[src/rtl/ras_pkg.sv]
// Shared types and constants for the return-address-stack controller.
package ras_pkg;

  typedef enum logic [1:0] {
    NONE,
    PUSH,
    POP,
    POPPUSH
  } ras_op_e;

  typedef enum logic [1:0] {
    IDLE,
    COPUSH,
    RECOVER
  } ras_state_e;

  localparam logic [4:0] LINK_X1 = 5'd1;
  localparam logic [4:0] LINK_X5 = 5'd5;

  // x1 and x5 are the two registers that mark calls and returns.
  function automatic logic is_link(input logic [4:0] r);
    return (r == LINK_X1) || (r == LINK_X5);
  endfunction

endpackage

[src/rtl/ras_hint_decode.sv]
// Classifies a JAL/JALR into a RAS operation from its rd/rs1 link-register hints.
module ras_hint_decode
  import ras_pkg::*;
(
  input  logic       is_jal,
  input  logic       is_jalr,
  input  logic [4:0] rd,
  input  logic [4:0] rs1,
  output ras_op_e    op
);

  logic rd_link;
  logic rs1_link;

  assign rd_link  = is_link(rd);
  assign rs1_link = is_link(rs1);

  // Hint table; JAL takes precedence if both predecode bits are set.
  always_comb begin
    op = NONE;
    if (is_jal) begin
      op = rd_link ? PUSH : NONE;
    end else if (is_jalr) begin
      if (!rd_link && rs1_link) begin
        op = POP;
      end else if (rd_link && !rs1_link) begin
        op = PUSH;
      end else if (rd_link && rs1_link) begin
        // Same link register on both sides is a plain call, not a coroutine swap.
        op = (rd != rs1) ? POPPUSH : PUSH;
      end
    end
  end

endmodule

[src/rtl/ras_ctrl.sv]
// Return-address-stack controller for fetch stage 1: drives push/pop on the RAS,
// returns predicted return targets, and unwinds speculative pushes on flush.
// Optional feature macro: RAS_CTRL_COROUTINE_EN (two-cycle pop-then-push for
// coroutine jumps); when undefined a coroutine jump is handled as a plain push.
module ras_ctrl
  import ras_pkg::*;
#(
  parameter int unsigned ras_depth = 8
) (
  input  logic        clk,
  input  logic        rst,
  input  logic        fetch_valid,
  input  logic [63:0] fetch_pc,
  input  logic        is_jal,
  input  logic        is_jalr,
  input  logic [4:0]  rd,
  input  logic [4:0]  rs1,
  output logic        stall,
  output logic        pred_valid,
  output logic [63:0] pred_target,
  input  logic        commit_push,
  input  logic        commit_pop,
  input  logic        flush,
  output logic        ras_push,
  output logic        ras_pop,
  output logic [63:0] ras_idata,
  input  logic [63:0] ras_odata,
  input  logic        ras_valid,
  input  logic        ras_empty,
  input  logic        ras_full
);

  localparam int unsigned DepthW = $clog2(ras_depth + 1);
  localparam logic [DepthW-1:0] MaxDepth = DepthW'(ras_depth);
  localparam logic [DepthW-1:0] One = DepthW'(1);

  ras_state_e        state_q, state_d;
  logic [DepthW-1:0] spec_depth_q, spec_depth_d;
  logic [DepthW-1:0] commit_depth_q, commit_depth_d;
`ifdef RAS_CTRL_COROUTINE_EN
  logic [63:0]       copush_data_q, copush_data_d;
`endif

  ras_op_e           op;
  logic [63:0]       link_addr;
  logic [DepthW-1:0] spec_inc;
  logic [DepthW-1:0] spec_dec;

  ras_hint_decode u_hint_decode (
    .is_jal  (is_jal),
    .is_jalr (is_jalr),
    .rd      (rd),
    .rs1     (rs1),
    .op      (op)
  );

  assign link_addr = fetch_pc + 64'd4;
  // A push into a full RAS is lost, so the depth pins at the top.
  assign spec_inc  = (ras_full || spec_depth_q == MaxDepth) ? MaxDepth : spec_depth_q + One;
  assign spec_dec  = (spec_depth_q == '0) ? '0 : spec_depth_q - One;

  // Committed depth tracks retirement; a coroutine commit (both bits) is net zero.
  always_comb begin
    commit_depth_d = commit_depth_q;
    if (commit_push && !commit_pop && commit_depth_q != MaxDepth) begin
      commit_depth_d = commit_depth_q + One;
    end else if (commit_pop && !commit_push && commit_depth_q != '0) begin
      commit_depth_d = commit_depth_q - One;
    end
  end

  // Next-state, speculative depth and RAS command/prediction outputs.
  always_comb begin
    state_d      = state_q;
    spec_depth_d = spec_depth_q;
`ifdef RAS_CTRL_COROUTINE_EN
    copush_data_d = copush_data_q;
`endif
    stall       = 1'b0;
    pred_valid  = 1'b0;
    pred_target = '0;
    ras_push    = 1'b0;
    ras_pop     = 1'b0;
    ras_idata   = '0;

    if (flush) begin
      // Flush drops any fetch op or pending coroutine push this cycle.
      if (spec_depth_q > commit_depth_q) begin
        state_d = RECOVER;
      end else begin
        state_d      = IDLE;
        spec_depth_d = commit_depth_q;
      end
    end else begin
      unique case (state_q)
        IDLE: begin
          if (fetch_valid) begin
            unique case (op)
              PUSH: begin
                ras_push     = 1'b1;
                ras_idata    = link_addr;
                spec_depth_d = spec_inc;
              end
              POP: begin
                ras_pop      = 1'b1;
                pred_valid   = ras_valid && !ras_empty;
                pred_target  = ras_odata;
                spec_depth_d = spec_dec;
              end
`ifdef RAS_CTRL_COROUTINE_EN
              POPPUSH: begin
                ras_pop       = 1'b1;
                pred_valid    = ras_valid && !ras_empty;
                pred_target   = ras_odata;
                spec_depth_d  = spec_dec;
                copush_data_d = link_addr;
                stall         = 1'b1;
                state_d       = COPUSH;
              end
`else
              POPPUSH: begin
                ras_push     = 1'b1;
                ras_idata    = link_addr;
                spec_depth_d = spec_inc;
              end
`endif
              default: ;
            endcase
          end
        end
`ifdef RAS_CTRL_COROUTINE_EN
        COPUSH: begin
          ras_push     = 1'b1;
          ras_idata    = copush_data_q;
          spec_depth_d = spec_inc;
          state_d      = IDLE;
        end
`endif
        RECOVER: begin
          stall = 1'b1;
          if (spec_depth_q > commit_depth_q) begin
            ras_pop      = 1'b1;
            spec_depth_d = spec_dec;
            if (spec_dec <= commit_depth_q) begin
              state_d = IDLE;
            end
          end else begin
            // Commits caught up mid-unwind; realign and stop.
            state_d      = IDLE;
            spec_depth_d = commit_depth_q;
          end
        end
        default: state_d = IDLE;
      endcase
    end
  end

  // State and depth registers.
  always_ff @(posedge clk or negedge rst) begin
    if (!rst) begin
      state_q        <= IDLE;
      spec_depth_q   <= '0;
      commit_depth_q <= '0;
`ifdef RAS_CTRL_COROUTINE_EN
      copush_data_q  <= '0;
`endif
    end else begin
      state_q        <= state_d;
      spec_depth_q   <= spec_depth_d;
      commit_depth_q <= commit_depth_d;
`ifdef RAS_CTRL_COROUTINE_EN
      copush_data_q  <= copush_data_d;
`endif
    end
  end

endmodule

[config.mk]
export PLATFORM = sky130hd
export DESIGN_NAME = ras_ctrl
export DESIGN_NICKNAME = d
export VERILOG_FILES = /design/src/rtl/ras_pkg.sv /design/src/rtl/ras_hint_decode.sv /design/src/rtl/ras_ctrl.sv
export SDC_FILE = /design/constraint.sdc
export NUM_CORES = 1
export LEC_CHECK = 0
export CELL_PAD_IN_SITES_DETAIL_PLACEMENT = 0
export CELL_PAD_IN_SITES_GLOBAL_PLACEMENT = 1
export CORE_MARGIN = 2
export CORE_UTILIZATION = 20
export DETAILED_ROUTE_END_ITERATION = 7
export PLACE_DENSITY_LB_ADDON = 0.1
export SLEW_MARGIN = 20
export SYNTH_ARGS = -nofsm -noshare
export SYNTH_HDL_FRONTEND = slang
export SYNTH_SLANG_ARGS = --single-unit
[constraint.sdc]
create_clock -name clk -period 3.5 [get_ports clk]
set_clock_uncertainty 0.05 [all_clocks]
set_input_delay 0.7 -clock clk [delete_from_list [all_inputs] [get_ports clk]]
set_output_delay 0.7 -clock clk [all_outputs]
set_load 0.02 [all_outputs]
# Yosys cells after proc, flatten, opt, wreduce, memory -nomap -nowiden
# Cells that the tools add are included.
# classes
eq_ne,16
reduce_logical,24
n_lt_le_gt_ge,2
addsub,5
mux,45
# op_table
cell,n
2-to-1 mux 64 bit,8
adder 64 x 3 -> 64 bit (second input constant),1
2-to-1 mux 4 bit,8
2-to-1 mux 2 bit,10
one-hot mux 4 bit (2 select lines),2
2-to-1 mux 1 bit,15
inequality test 4 bit (second input constant),3
== test 5 x 1 -> 1 bit (second input constant),2
== test 5 x 3 -> 1 bit (second input constant),2
adder 4 x 1 -> 4 bit (second input constant),2
logical AND 1 bit,8
subtractor 4 x 1 -> 4 bit (second input constant),2
== test 2 bit (second input constant),3
logical NOT 1 bit,5
inequality test 5 bit,1
== test 4 bit (second input constant),1
greater-than comparator 4 bit,1
less-or-equal comparator 4 bit,1
logical NOT 4 bit,1
inequality test 2 bit (second input constant),2
one-hot mux 2 bit (2 select lines),1
AND reduction 4 bit,1
nonzero test 4 bit,1
logical OR 1 bit,3
other kinds (8),8
# word_totals
regBits,10

# Logic depth before layout (Yosys ltp)
# depth
depth_word,14
mapped_depth,11

# By module
# A second synthesis with hierarchy kept.
# hier_totals
hier_cells,458
area_unflattened_um2,3042.9
# by_module_without_submodules
mod,cells_per_inst,area_each_um2,instances
ras_ctrl,452,2994.1,1
ras_hint_decode,6,48.8,1

# Worst setup path before layout
# OpenSTA, ideal clock, no wires.
# synth_timing
kind,in2out
from,in fetch_pc[2]
to,out ras_idata[50]
required_time_ps,2750
t_arrival_ps,2512
cell_stages,6
n_path_buf,0
slack_ps,238
cell_sequence,ha_1 > nand4_1 > nor3_1 > nand4_1 > or3_1 > a21oi_1
# synth_between
elab_chain_len,5
# synth_lines
element,line,source
start: declaration,ras_ctrl.sv:13,"input logic [63:0] fetch_pc,"
adder 64 x 3 -> 64 bit,ras_ctrl.sv:57,assign link_addr = fetch_pc + 64'd4;
2-to-1 mux 64 bit,ras_ctrl.sv:98,unique case (op)
2-to-1 mux 64 bit,ras_ctrl.sv:97,if (fetch_valid) begin
2-to-1 mux 64 bit,ras_ctrl.sv:95,unique case (state_q)
2-to-1 mux 64 bit,ras_ctrl.sv:86,if (flush) begin
end: declaration,ras_ctrl.sv:26,"output logic [63:0] ras_idata,"
# Every way passes these cells.

# Worst setup path in the final report
# layout_timing
from,in fetch_pc[51]
to,out ras_idata[58]
# The elaborated chain is that of the path after synthesis.

==> impl_summary.txt <==
----------------------------------------------------
[Setup path]
  Cells along the critical path ... clkdlybuf4s50_1 > nand4_1 > buf_4 > or3_1 > or4_4 > a21oi_2 > buf_4
  Delay of the slowest cell on the worst path ... 0.53 ns
  Worst setup path startpoint ... fetch_pc[51]
  Number of cells on the critical path ... 7
  Max FO, Critical Path ... 3
  Sum of buffers and inverters on the critical path ... 3
  FF-to-FF End ... state_q[1]
  Worst setup path class ... primary input to primary output
  Kind of cell adding the most delay to the critical path ... simple AND/OR/NAND/NOR gates
  Arrival time of data at the critical path endpoint ... 2.70 ns
  CP Launch Type ... primary input
  Beginning of the worst register-to-register path ... spec_depth_q[0]
  Most numerous cell on the critical path ... sky130_fd_sc_hd__buf_4
  Critical Path RT ... 2.75 ns
  R2r worst-path depth ... 10
  Type of destination of the critical path ... primary output
  Reg2Reg Setup Slack ... 0.96 ns
  Cell with the largest stage delay on the worst path ... sky130_fd_sc_hd__or4_4
  End of the critical path ... ras_idata[58]

[GRT]
  Via count of the first global-routing pass ... 5250
  Number of antenna violations at the first check in global routing ... 1
  Overall overflow remaining after global route ... 0
  Overall track demand over capacity in global routing ... 0.1944
  Maximum number of pins on one net before global-route repair ... 20
  First-pass GRT wire length ... 26000 µm

[Timing]
  Minimum setup slack in the final design ... 0.05359 ns
  Share of the clock period used by the worst path after layout ... 0.9847
  Final worst path period need ... 3.446 ns
  Final setup vio count ... 0
  Max Transition Viols Final ... 0
  Transition time at the pin with the least slew margin ... 0.5364 ns
  Headroom to the max-slew limit ... 0.6386
  Total negative setup slack ... 0 ns
  Achievable clock frequency ... 0.2902 GHz
  Final hold violation count ... 0

[Die]
  Die extent in x ... 128.3 µm
  Area enclosed by the die boundary ... 16450 µm²
  Core region area ... 15150 µm²
  Vertical die dimension ... 128.3 µm
  Number of placement rows ... 45
  I/O pin total ... 281
  Starting Density ... 0.2039

[Pwr]
  Cell leakage power ... 0.003380 µW
  Internal power ... 853.5 µW
  Peak supply drop ... 0.0001682 V
  Net switching power ... 651.3 µW
  Power share of the sequential group ... 0.156
  Power per Cell Area ... 207.8 nW/µm²
  Relative contribution of the clock network to total power ... 0.135
  Relative contribution of combinational cells to total power ... 0.709
  Switching Fraction ... 0.4328

[Yosys]
  Area share of the largest cell type after synthesis ... 0.1378
  Cell types occupying the most area after synthesis ... sky130_fd_sc_hd__and2_1 (14%), sky130_fd_sc_hd__dfrtp_1 (7.3%), sky130_fd_sc_hd__nor2_1 (5.8%)
  Cell area after synthesis ... 3088 µm²
  Asr flop ratio synth ... 1.000
  Post-synthesis area per instance ... 6.528 µm²
  Post-synthesis register bit count ... 9
  Most instantiated flip-flop cell in the synthesis netlist ... sky130_fd_sc_hd__dfrtp_1
  Seq/Total Area, Yosys ... 0.07293
  Post-synth top area cell ... sky130_fd_sc_hd__and2_1
  Syn Inst Count ... 473
  Post-synthesis net count ... 636
  Post-synth cell types ... 56
  Synth warn ... 0
  Count of flip-flops with a built-in enable after synthesis ... 0

[Layout]
  Fraction of final layout cells with drive strength greater than 1 ... 0.3658
  Total of fill cells in the finished design ... 1567
  Net total in the final layout ... 1047
  Syn-to-layout area delta ... 134.6%

[Clocking]
  CTS clk-pin slew, worst paths ... 0.04 ns
  Number of levels the H-tree was split into ... 1
  Clock tree from TritonCTS ... built
  Number of buffers created by CTS ... 3
  Clock insertion delay at the later pin of the skew report ... 0.23 ns
  Max clock buf depth ... 2
  Number of clock sinks seen by CTS ... 9
  Root buffer selected by CTS ... sky130_fd_sc_hd__clkbuf_16

[Placed design]
  Number of buffers inserted by port buffering ... 280
  Half-perimeter wire length of the detailed placement result ... 13650 µm
  GP Congestion ... 0.8020
  Post-Place Worst Slack ... -0.8321 ns

[Run status]
  Result of the run ... finished clean

[Route]
  Number of nets still failing antenna checks after routing ... 0
  Average routed wire per standard cell ... 16.37 µm
  Final wirelength ... 17560 µm
  Post-DR vias/cell ... 4.819
  First-pass iteration count of the detailed router ... 4
  Via count of the routed design ... 5171
  Violation count after the first detailed-route iteration ... 217
  Number of remaining DRC errors ... 0

[Flow run]
  Number of max-cap violations ... 0

[Hold path]
  Path type of the worst min-delay path ... flop to flop

----------------------------------------------------
-- stage by stage --
| stage | util | std cells | instance area (µm²) | hold WS [ns] | power (µW) |
|---|---|---|---|---|---|
| 2_1_floorplan | - | 473 | 3088 | 0.3544 | 815.2 |
| 5_1_grt | 0.4781 | 1072 | 7241 | 0.6186 | 1650 |
| 6_report | 0.4782 | 1073 | 7243 | 0.5804 | 1505 |
| 3_5_place_dp | 0.4581 | 1035 | 6938 | 0.5788 | 1284 |
| 3_3_place_gp | 0.4581 | 1035 | 6938 | 0.5531 | 1240 |
| 4_1_cts | 0.4784 | 1066 | 7246 | 0.5860 | 1499 |
-- cells in the mapped netlist, types with 13 or more instances --
cell type and number:
sky130_fd_sc_hd__and2_1 68, sky130_fd_sc_hd__nor2_1 48, sky130_fd_sc_hd__a21oi_1 31, sky130_fd_sc_hd__nand2_1 27, sky130_fd_sc_hd__nand3_1 27, sky130_fd_sc_hd__nand4_1 23
sky130_fd_sc_hd__inv_1 20, sky130_fd_sc_hd__xnor2_1 20, sky130_fd_sc_hd__clkbuf_1 19, sky130_fd_sc_hd__o21ai_0 18, sky130_fd_sc_hd__xor2_1 16, sky130_fd_sc_hd__nor3_1 15
sky130_fd_sc_hd__or4_1 15, sky130_fd_sc_hd__o31ai_1 14, sky130_fd_sc_hd__or3_1 14, sky130_fd_sc_hd__ha_1 13
-- final cells by class --
class | instances | area, µm² | share of cell area
repair buffers | 429 | 3610 | 0.4984
clock buffers | 4 | 78.83 | 0.01088
multi-input cells | 421 | 3014 | 0.4161
inverters | 20 | 75.07 | 0.01036
well taps | 188 | 235.2 | 0.03248
diodes | 2 | 5.005 | 0.0006910
flip-flops and latches | 9 | 225.2 | 0.03109
-- layout by cell type, fill, tap and decap left out, types with 4 or more instances in the layout --
| cell type | Yosys | layout |
|---|---|---|
| sky130_fd_sc_hd__clkbuf_2 | 2 | 18 |
| sky130_fd_sc_hd__nor2b_1 | 4 | 4 |
| sky130_fd_sc_hd__dlygate4sd2_1 | 0 | 54 |
| sky130_fd_sc_hd__o21ai_0 | 18 | 18 |
| sky130_fd_sc_hd__nand2_1 | 27 | 25 |
| sky130_fd_sc_hd__or4_4 | 0 | 8 |
| sky130_fd_sc_hd__nand3_2 | 0 | 4 |
| sky130_fd_sc_hd__a21oi_2 | 0 | 9 |
| sky130_fd_sc_hd__buf_6 | 0 | 11 |
| sky130_fd_sc_hd__or3_1 | 14 | 13 |
| sky130_fd_sc_hd__buf_2 | 3 | 57 |
| sky130_fd_sc_hd__buf_4 | 0 | 154 |
| sky130_fd_sc_hd__clkdlybuf4s50_1 | 0 | 102 |
| sky130_fd_sc_hd__and4_1 | 7 | 4 |
| sky130_fd_sc_hd__ha_1 | 13 | 12 |
| sky130_fd_sc_hd__clkdlybuf4s15_1 | 0 | 10 |
| sky130_fd_sc_hd__nand4_1 | 23 | 23 |
| sky130_fd_sc_hd__inv_1 | 20 | 17 |
| sky130_fd_sc_hd__buf_12 | 0 | 4 |
| sky130_fd_sc_hd__nor3_1 | 15 | 12 |
| sky130_fd_sc_hd__dfrtp_1 | 9 | 9 |
| sky130_fd_sc_hd__nand3_1 | 27 | 20 |
| sky130_fd_sc_hd__and2_1 | 68 | 67 |
| sky130_fd_sc_hd__xor2_1 | 16 | 16 |
| sky130_fd_sc_hd__nor2_1 | 48 | 46 |
| sky130_fd_sc_hd__a21oi_1 | 31 | 20 |
| sky130_fd_sc_hd__clkdlybuf4s15_2 | 0 | 6 |
| sky130_fd_sc_hd__xnor2_1 | 20 | 20 |
| sky130_fd_sc_hd__o31ai_1 | 14 | 12 |
| sky130_fd_sc_hd__dlymetal6s2s_1 | 0 | 8 |
| sky130_fd_sc_hd__or4_1 | 15 | 7 |
| sky130_fd_sc_hd__o21a_1 | 4 | 4 |
-- power groups by stage --
| stage | Clock (µW) | Sequential, µW | Combinational [µW] |
|---|---|---|---|
| detailed placement | 0 | 236 | 1050 |
| floorplan | 0 | 218 | 597 |
| finish | 203 | 235 | 1070 |
| global placement | 0 | 234 | 1010 |
| CTS | 207 | 233 | 1060 |
| global route | 213 | 246 | 1190 |
-- tightest hold or removal path: stages, from the launching register on --
cell                      delay [ns]
sky130_fd_sc_hd__dfrtp_1        0.34
sky130_fd_sc_hd__inv_1          0.09
sky130_fd_sc_hd__o21ai_0        0.16
-- flip-flops by register name, indices dropped and copies added, names as in the netlist --
signal,flops
commit_depth_q,4
state_q,1
spec_depth_q,4
-- per-layer routing --
metal	track usage	up-vias	wire (µm)
li1	-	2556	-
met1	0.1997	2391	6247
met2	0.3730	196	9185
met3	0.05384	28	1593
met4	0.06981	0	533
met5	0	-	0
-- how the worst min path moves through the flow --
stage                           start                end  slack (ns)  cells after the start
finish              commit_depth_q[1]  commit_depth_q[1]        0.58                      2
global route        commit_depth_q[0]  commit_depth_q[0]        0.62                      2
CTS                 commit_depth_q[0]  commit_depth_q[0]        0.59                      2
detailed placement  commit_depth_q[1]  commit_depth_q[1]        0.58                      2
global placement    commit_depth_q[1]  commit_depth_q[1]        0.55                      2
floorplan                         rst  commit_depth_q[0]        0.35                      0
-- cell families after synthesis --
kind of cell	after synthesis	synth area share
flops	9	0.07293
buf+inv	44	0.05551
fa+ha+maj	14	0.05916
mux	3	0.01053
xor+xnor	36	0.1021
simple gates	272	0.4996
compound gates	95	0.2002
-- what timing repair did --
item / CTS / global route
setup endpoints to repair: 130 / 81
resized for setup: 483 / 105
hold buffers: 0 / 0
buffers inserted: 21 / 7
cloned: 6 / 0
pin swaps: 25 / 21
(Power assumes the default switching activity.)
